`config.mk`:
```
export PLATFORM = sky130hd
export DESIGN_NAME = dma_burst_read_engine
export DESIGN_NICKNAME = d
export VERILOG_FILES = /design/src/rtl/dma_pkg.sv /design/src/rtl/dma_burst_calc.sv /design/src/rtl/dma_burst_read_engine.sv
export SDC_FILE = /design/constraint.sdc
export NUM_CORES = 1
export LEC_CHECK = 0
export ABC_AREA = 0
export CAP_MARGIN = 10
export CORE_MARGIN = 5
export CORE_UTILIZATION = 50
export DETAILED_ROUTE_END_ITERATION = 8
export GPL_ROUTABILITY_DRIVEN = 1
export PLACE_DENSITY = 0.92
export SYNTH_ARGS = -nofsm -noshare
export SYNTH_HDL_FRONTEND = slang
export SYNTH_SLANG_ARGS = --single-unit
```
`constraint.sdc`:
```
create_clock -name clk -period 2.95 [get_ports clk]
set_input_delay 0.59 -clock clk [delete_from_list [all_inputs] [get_ports clk]]
set_output_delay 0.59 -clock clk [all_outputs]
set_load 0.01 [all_outputs]
```
`src/rtl/dma_pkg.sv`:
```
// rtl/dma_pkg.sv - shared AXI constants, FSM encoding and beat-size helper for the DMA read path
package dma_pkg;

    localparam logic [1:0] BURST_INCR = 2'b01;
    localparam logic [1:0] RESP_OKAY  = 2'b00;

    typedef enum logic [2:0] {
        ST_IDLE,
        ST_CALC,
        ST_WAIT_SPACE,
        ST_ADDR,
        ST_DATA
    } dma_state_e;

    function automatic logic [2:0] beat_bytes_log2(input int data_w);
        return 3'($clog2(data_w / 8));
    endfunction

endpackage

```
`src/rtl/dma_burst_calc.sv`:
```
// rtl/dma_burst_calc.sv - combinational burst-length selection; DMA_RD_4K_SPLIT_EN adds the 4 KB clamp
module dma_burst_calc
    import dma_pkg::*;
#(
    parameter int DATA_W    = 32,
    parameter int ADDR_W    = 32,
    parameter int SIZE_W    = 16,
    parameter int MAX_BURST = 16
) (
    input  logic [SIZE_W:0]   beats_left_i,
    input  logic [ADDR_W-1:0] cur_addr_i,
    output logic [8:0]        blen_o
);

    logic [8:0] blen_max;

    always_comb begin
        if (beats_left_i > (SIZE_W + 1)'(MAX_BURST)) begin
            blen_max = 9'(MAX_BURST);
        end else begin
            blen_max = 9'(beats_left_i);
        end
    end

`ifdef DMA_RD_4K_SPLIT_EN
    localparam int LOG2B = int'(beat_bytes_log2(DATA_W));

    logic [12:0] room_bytes;
    logic [12:0] room_beats;

    // The address is beat-aligned, so the remaining page room divides exactly into beats.
    always_comb begin
        room_bytes = 13'd4096 - {1'b0, cur_addr_i[11:0]};
        room_beats = room_bytes >> LOG2B;
        if ({4'b0, blen_max} > room_beats) begin
            blen_o = room_beats[8:0];
        end else begin
            blen_o = blen_max;
        end
    end
`else
    logic unused_cfg;
    assign unused_cfg = ^{cur_addr_i, 32'(DATA_W)};
    assign blen_o     = blen_max;
`endif

endmodule

```
`src/rtl/dma_burst_read_engine.sv`:
```
// rtl/dma_burst_read_engine.sv - AXI4 INCR burst-read engine feeding the DMA read FIFO
// Optional 4 KB burst splitting is enabled by defining DMA_RD_4K_SPLIT_EN.
module dma_burst_read_engine
    import dma_pkg::*;
#(
    parameter int DATA_W    = 32,
    parameter int ADDR_W    = 32,
    parameter int SIZE_W    = 16,
    parameter int MAX_BURST = 16,
    parameter int FREE_W    = 9
) (
    input  logic              clk,
    input  logic              rst_n,
    input  logic              start_read,
    input  logic [SIZE_W-1:0] r_size_data,
    input  logic [ADDR_W-1:0] raddr_reg,
    output logic              read_done,
    output logic              read_err,
    output logic              busy,
    input  logic              fifo_full,
    input  logic [FREE_W-1:0] fifo_free,
    output logic              wen,
    output logic [DATA_W-1:0] data_in,
    output logic              axi_arvalid,
    input  logic              axi_arready,
    output logic [ADDR_W-1:0] axi_araddr,
    output logic [7:0]        axi_arlen,
    output logic [2:0]        axi_arsize,
    output logic [1:0]        axi_arburst,
    input  logic              axi_rvalid,
    output logic              axi_rready,
    input  logic [DATA_W-1:0] axi_rdata,
    input  logic [1:0]        axi_rresp,
    input  logic              axi_rlast
);

    localparam int LOG2B = int'(beat_bytes_log2(DATA_W));
    localparam int BYTES = DATA_W / 8;
    localparam int BL_W  = SIZE_W + 1;

    dma_state_e        state_q, state_d;
    logic [ADDR_W-1:0] addr_q, addr_d;
    logic [BL_W-1:0]   beats_left_q, beats_left_d;
    logic [8:0]        blen_q, blen_d;
    logic [8:0]        beat_cnt_q, beat_cnt_d;
    logic [7:0]        arlen_q, arlen_d;
    logic              arvalid_q, arvalid_d;
    logic              wen_q, wen_d;
    logic [DATA_W-1:0] data_q, data_d;
    logic              err_q, err_d;
    logic              done_q, done_d;
    logic              busy_q, busy_d;

    logic [8:0]        blen_calc;
    logic [BL_W-1:0]   start_beats;
    logic [BL_W-1:0]   beats_after;
    logic              r_beat;
    logic              last_beat;

    dma_burst_calc #(
        .DATA_W    (DATA_W),
        .ADDR_W    (ADDR_W),
        .SIZE_W    (SIZE_W),
        .MAX_BURST (MAX_BURST)
    ) u_calc (
        .beats_left_i (beats_left_q),
        .cur_addr_i   (addr_q),
        .blen_o       (blen_calc)
    );

    // One extra bit keeps the round-up of a maximal size from overflowing.
    assign start_beats = ({1'b0, r_size_data} + BL_W'(BYTES - 1)) >> LOG2B;
    assign beats_after = beats_left_q - BL_W'(blen_q);
    assign axi_rready  = (state_q == ST_DATA) && !fifo_full;
    assign r_beat      = axi_rvalid && axi_rready;
    assign last_beat   = (beat_cnt_q == 9'd1);

    always_comb begin
        state_d      = state_q;
        addr_d       = addr_q;
        beats_left_d = beats_left_q;
        blen_d       = blen_q;
        beat_cnt_d   = beat_cnt_q;
        arlen_d      = arlen_q;
        arvalid_d    = arvalid_q;
        wen_d        = 1'b0;
        data_d       = data_q;
        err_d        = err_q;
        done_d       = 1'b0;
        busy_d       = busy_q;

        case (state_q)
            ST_IDLE: begin
                if (start_read) begin
                    addr_d       = raddr_reg;
                    beats_left_d = start_beats;
                    err_d        = 1'b0;
                    // Zero-length transfers finish straight from IDLE without touching AXI.
                    if (start_beats == '0) begin
                        done_d = 1'b1;
                    end else begin
                        busy_d  = 1'b1;
                        state_d = ST_CALC;
                    end
                end
            end
            ST_CALC: begin
                blen_d     = blen_calc;
                beat_cnt_d = blen_calc;
                arlen_d    = 8'(blen_calc - 9'd1);
                state_d    = ST_WAIT_SPACE;
            end
            ST_WAIT_SPACE: begin
                if (32'(fifo_free) >= 32'(blen_q)) begin
                    arvalid_d = 1'b1;
                    state_d   = ST_ADDR;
                end
            end
            ST_ADDR: begin
                if (axi_arready) begin
                    arvalid_d = 1'b0;
                    state_d   = ST_DATA;
                end
            end
            ST_DATA: begin
                if (r_beat) begin
                    wen_d      = 1'b1;
                    data_d     = axi_rdata;
                    beat_cnt_d = beat_cnt_q - 9'd1;
                    if (axi_rresp != RESP_OKAY) begin
                        err_d = 1'b1;
                    end
                    if (axi_rlast != last_beat) begin
                        err_d = 1'b1;
                    end
                    if (last_beat) begin
                        addr_d       = addr_q + (ADDR_W'(blen_q) << LOG2B);
                        beats_left_d = beats_after;
                        if (beats_after != '0) begin
                            state_d = ST_CALC;
                        end else begin
                            state_d = ST_IDLE;
                            done_d  = 1'b1;
                            busy_d  = 1'b0;
                        end
                    end
                end
            end
            default: begin
                state_d = ST_IDLE;
            end
        endcase
    end

    always_ff @(posedge clk or negedge rst_n) begin
        if (!rst_n) begin
            state_q      <= ST_IDLE;
            addr_q       <= '0;
            beats_left_q <= '0;
            blen_q       <= '0;
            beat_cnt_q   <= '0;
            arlen_q      <= '0;
            arvalid_q    <= 1'b0;
            wen_q        <= 1'b0;
            data_q       <= '0;
            err_q        <= 1'b0;
            done_q       <= 1'b0;
            busy_q       <= 1'b0;
        end else begin
            state_q      <= state_d;
            addr_q       <= addr_d;
            beats_left_q <= beats_left_d;
            blen_q       <= blen_d;
            beat_cnt_q   <= beat_cnt_d;
            arlen_q      <= arlen_d;
            arvalid_q    <= arvalid_d;
            wen_q        <= wen_d;
            data_q       <= data_d;
            err_q        <= err_d;
            done_q       <= done_d;
            busy_q       <= busy_d;
        end
    end

    assign axi_arvalid = arvalid_q;
    assign axi_araddr  = addr_q;
    assign axi_arlen   = arlen_q;
    assign axi_arsize  = beat_bytes_log2(DATA_W);
    assign axi_arburst = BURST_INCR;
    assign wen         = wen_q;
    assign data_in     = data_q;
    assign read_done   = done_q;
    assign read_err    = err_q;
    assign busy        = busy_q;

endmodule
```
---- After elaboration in Yosys (flattened, before gate mapping) ----
Cells that the tools add are included.
word-level totals
  input bits .............................. 98
  bits in registers ....................... 115
  output and inout port bits .............. 83
  word-level logic and storage cells ...... 91
operators by class
  equality and inequality tests ........... 14
  reductions and logical operators ........ 17
  multiplexer cells ....................... 41
  magnitude comparators ................... 2
  add/subtract/negate cells ............... 5
operators with widths
  operator               count
  $mux 32                3
  $pmux 32 s2            1
  $mux 17                3
  $pmux 17 s2            1
  $add 32x11->32         1
  $mux 1                 19
  $mux 3                 6
  $mux 9                 2
  $pmux 9 s2             1
  $add 16x2->17 const B  1
  $gt 17x5->1 const B    1
  $logic_not 17->1       1
  $reduce_bool 17->1     1
  $sub 17x9->17          1
  $pmux 3 s5             1
  $ne 2x2->1 const B     7
  $reduce_and 6->1       2
  $eq 9x1->1 const B     1
  $ge 9x9->1             1
  $sub 9x1->9 const B    1
  $pmux 1 s2             4
  $reduce_and 4->1       2
  $reduce_bool 2->1      4
  $sub 8x1->8 const B    1
  10 further kinds       13

---- Logic depth before layout (Yosys ltp) ----
  depth in word-level cells ............... 6
  depth in mapped cells ................... 10
  depth with buffers taken out ............ 10

---- By module ----
A second synthesis with hierarchy kept.
unflattened totals
  cell total of the unflattened synthesis .. 864
  area, all modules ....................... 7069.3 µm²
modules (own cells, without submodules)
  module                 instances  seq. area each (µm²)  area an instance (µm²)  cells each
  dma_burst_read_engine  1          2877.8                6932.9                  846
  dma_burst_calc         1          0.0                   136.4                   18

---- Least setup slack after synthesis ----
OpenSTA, ideal clock, no wires.
  path kind ............................... register to register
  start ................................... reg addr_q[2] (netlist: axi_araddr[2])
  end ..................................... reg addr_q[26] (netlist: axi_araddr[26])
  slack ................................... 471 ps
  path buffers ............................ 0
  cell stages (with the launch flop) ...... 11
  clock period less this slack ............ 2479 ps
  data required time ...................... 2824 ps
  library setup time ...................... 126 ps
  arrival time ............................ 2353 ps
  cells stage by stage .................... dfrtp_1 > ha_1 > inv_1 > fa_1 > nor2b_1 > o21ai_1 > a21boi_2 > o21ai_1 > a2111oi_1 > o21ai_0 > a221o_1
on the way
  word-level cells in the longest chain between the ends .. 4
ends and longest elaborated chain
  item                    line                          RTL
  start, declared         dma_burst_read_engine.sv:42   logic [ADDR_W-1:0] addr_q, addr_d;
  start signal, assigned  dma_burst_read_engine.sv:171  addr_q <= addr_d;
  $add 32x11->32          dma_burst_read_engine.sv:137  addr_d = addr_q + (ADDR_W'(blen_q) << LOG2B);
  $mux 32                 dma_burst_read_engine.sv:136  if (last_beat) begin
  $mux 32                 dma_burst_read_engine.sv:126  if (r_beat) begin
  $pmux 32 s2             dma_burst_read_engine.sv:92   case (state_q)
Every way passes these cells. The select of a mux whose other input is x is not followed.
A chain may end at the register's enable or synchronous reset.

---- Final worst setup path ----
  start ................................... reg state_q[1]
  end ..................................... out axi_rready
on the way
  word-level cells in the longest chain between the ends .. 2
ends and longest elaborated chain
  item                    line                          RTL
  start, declared         dma_burst_read_engine.sv:41   dma_state_e state_q, state_d;
  start signal, assigned  dma_burst_read_engine.sv:170  state_q <= state_d;
  $eq 3x3->1              dma_burst_read_engine.sv:74   assign axi_rready = (state_q == ST_DATA) && !fifo_full;
  $logic_and 1x1->1       dma_burst_read_engine.sv:74
  end, declared           dma_burst_read_engine.sv:31   output logic axi_rready,
Every way passes these cells.

==> run summary <==
Result of the run: complete, no violations
Relative contribution of the clock network to total power: 0.224
Startpoint-to-endpoint class of the critical path: register to output pin
Largest fanout on the critical path: 10
Slew @ Worst Pin: 800.9 ps
CTS buffer count: 17
Layout overhead on the synthesized area: 36.66%
Global-route usage over all layers: 0.2673
Avg WL per Cell: 18.55 um
Clock insertion delay at the later pin of the skew report: 420 ps
Final count of negative-setup-slack endpoints: 0
Capturing element type of the critical path: output pin
Part of the total power dissipated in sequential elements: 0.310
Most used routing layer: met2
Routability Congestion: 0.9806
Number of antenna violations at the first check in global routing: 1
Maximum capacitance violations: 0
Gate power share: 0.466
Standard cell core area: 13770 um2
Number of distinct library cells after synthesis: 72
Filler instances: 1110
Switching power of the nets: 3.568 mW
Setup repair after global routing missed its margin: no
Fraction of layout instances using a drive strength above 1: 0.07278
Maximum clock skew at final layout: 10.91 ps
Clock transition time at the flip-flop clock pins of the worst setup and hold paths: 60 ps
First-pass detailed-route iteration total: 7
Critical register-to-register path endpoint: axi_araddr[30]
Switching share of total power: 0.4057
Cell Rows: 43
Global Route met1 Usage: 0.3313
Root Driver: sky130_fd_sc_hd__clkbuf_16
Final-report max-slew violation count: 0
Average cell area after synthesis: 8.613 um2
Die Width: 128.0 um
Count of nets after finishing: 1120
DRC violations left: 0
Post-Synthesis Cells: 808
Number of flops mapped to enable cells by yosys: 0
Post-CTS setup repair buffer count: 0
Power per Cell Area: 924.8 nW/um2
Required time of the critical path: 2360 ps
Type of the worst min-delay path: input port to async pin
Final clock period utilization by the worst path: 0.9439
Primary flip-flop cell chosen by synthesis mapping: sky130_fd_sc_hd__dfrtp_1
Worst Path Arrival: 2190 ps
Count of input and output buffers: 175
Leakage power total: 4.111 nW
Routed Wire Length: 21.94 mm
Fraction of the yosys area taken by sequential cells: 0.4135
Overflow left after global routing: 0
Total Die Area: 16380 um2
Max transition margin: 0.4604
Warning count from the yosys run: 0
Highest clock frequency the design can meet: 359.1 MHz
Diodes inserted: 0
Flop and latch count out of synthesis: 115
Final hold violation count: 0
Final min period: 2784 ps
Buffers from clock root to sink, at most: 2
Wire length of the first global-routing pass: 34.85 mm
Vertical die dimension: 128.0 um
Number of ports placed on the die boundary: 181
Sink Count: 115
Via Count: 7011
GR met2 Demand/Resource: 0.4390
Post-DRT Antenna Nets: 0
Detail-routed via count per cell: 5.926
Number of levels in the clock H-tree: 4
Worst setup slack before clock tree synthesis: 89.58 ps
Cell area after synthesis: 6959 um2
Internal power: 5.227 mW
Final worst slack: 165.6 ps
Critical Path Source Type: register
Origin of the critical flop-to-flop path: blen_q[0]
Met3 Track Usage GR: 0.08083
Proportion of register bits with asynchronous set or reset after synthesis: 1.000
Pin count of the biggest net entering global routing: 81
Slack of the worst reg-to-reg path: 220 ps
Aggregate negative setup slack: 0 ps
Worst Reg2Reg Path Length in Cells: 10
Via count of the first global-routing pass: 7006
Starting DRT DRC Count: 727
TritonCTS clock tree: yes
Peak VDD IR: 0.5719 mV
Initial core utilization: 0.5053
HPWL after DPL: 16.01 mm
==> routing by layer <==
metal	up-vias	routed length [um]	share of wire
met5	-	7	0.00032
met4	2	675	0.031
met3	58	2113	0.096
met2	346	10590	0.48
met1	3345	8557	0.39
li1	3260	-	-
==> logic make-up after synthesis <==
group / share of synthesized area
other cells: 0.001079
flops: 0.4135
mux: 0.007192
xor+xnor: 0.03524
compound gates: 0.1994
buf+inv: 0.04351
simple gates: 0.2404
fa+ha+maj: 0.05969
==> cell usage in the layout (no fill, tap or decap), types with 12 or more instances in the layout <==
cell,count
sky130_fd_sc_hd__nand3_1,31
sky130_fd_sc_hd__nor2_1,55
sky130_fd_sc_hd__buf_4,21
sky130_fd_sc_hd__xnor2_1,13
sky130_fd_sc_hd__clkbuf_16,17
sky130_fd_sc_hd__a21oi_1,23
sky130_fd_sc_hd__a22oi_1,12
sky130_fd_sc_hd__xor2_1,15
sky130_fd_sc_hd__ha_1,30
sky130_fd_sc_hd__nor3_1,17
sky130_fd_sc_hd__nand2_1,172
sky130_fd_sc_hd__a21o_1,12
sky130_fd_sc_hd__dfrtp_1,115
sky130_fd_sc_hd__nor4_1,12
sky130_fd_sc_hd__clkdlybuf4s50_1,174
sky130_fd_sc_hd__inv_1,29
sky130_fd_sc_hd__o21ai_0,59
==> cell type report <==
class	count	area (um2)	area share
multi-input cells	630	3805	0.4001
flip-flops and latches	115	2878	0.3026
repair buffers	196	1919	0.2018
clock buffers	19	442.9	0.04657
well taps	180	225.2	0.02368
clock inverters	13	127.6	0.01342
inverters	30	112.6	0.01184
==> power groups by stage <==
stage                     registers, mW  clock network, mW  logic (mW)
after detailed placement           2.71                  0        4.02
after CTS                          2.70               1.99        4.07
final                              2.72               1.97        4.10
after global placement             2.70                  0        3.95
after global routing               2.80               2.08        4.48
after floorplan                    2.70                  0        2.29
==> worst max path at each step <==
| stage | end | from | slack, ps | cells after the start |
|---|---|---|---|---|
| 6_report | axi_rready | state_q[1] | 170 | 4 |
| 4_1_cts | axi_araddr[26] | blen_q[0] | 160 | 10 |
| 2_1_floorplan | axi_araddr[26] | axi_araddr[2] | 470 | 10 |
| 3_3_place_gp | state_q[0] | r_size_data[4] | 70 | 8 |
| 5_1_grt | busy | beats_left_q[0] | 9 | 11 |
| 3_5_place_dp | state_q[0] | r_size_data[4] | 90 | 8 |
==> worst max-delay path, cell delays in order, from the launching register on <==
cell and delay (ps):
sky130_fd_sc_hd__dfrtp_1 510, sky130_fd_sc_hd__nor2_1 210, sky130_fd_sc_hd__nand2_1 320, sky130_fd_sc_hd__nor2_1 180, sky130_fd_sc_hd__clkdlybuf4s50_1 550
==> cell usage after synthesis (all sizes together) (8+ instances only) <==
cell type,count,share of area
a21o,12,0.013
a21oi,25,0.019
a221o,9,0.013
a22oi,12,0.013
and3,8,0.0072
buf,15,0.016
clkbuf,21,0.011
dfrtp,115,0.41
ha,30,0.054
inv,29,0.016
nand2,173,0.094
nand3,31,0.022
nor2,56,0.031
nor2b,8,0.0072
nor3,18,0.014
nor4,15,0.016
o211ai,9,0.0097
o21ai,66,0.048
o221ai,8,0.010
or3,9,0.0081
xnor2,13,0.016
xor2,15,0.019
==> stage by stage <==
step	util	instance area, um2	power (mW)	hold slack [ps]	instances
2_1_floorplan	-	6970	4.989	294.4	811
6_report	0.6905	9510	8.795	139.4	1183
4_1_cts	0.6894	9495	8.762	148.2	1183
3_3_place_gp	0.6480	8925	6.647	452.9	1151
3_5_place_dp	0.6480	8925	6.737	461.9	1151
5_1_grt	0.6905	9510	9.357	170.9	1183
==> timing repair <==
action	CTS	global route
endpoints found under the setup margin	0	2
gates resized for setup	0	4
hold endpoints to repair	0	0
hold buffers	0	0
==> registers in the layout, indices dropped and copies added (netlist names) <==
| signal | cells |
|---|---|
| axi_araddr | 32 |
| axi_arlen | 8 |
| axi_arvalid | 1 |
| beat_cnt_q | 9 |
| beats_left_q | 17 |
| blen_q | 9 |
| busy | 1 |
| data_in | 32 |
| read_done | 1 |
| read_err | 1 |
| state_q | 3 |
| wen | 1 |
Note: power is estimated with default switching activity, not from simulation.
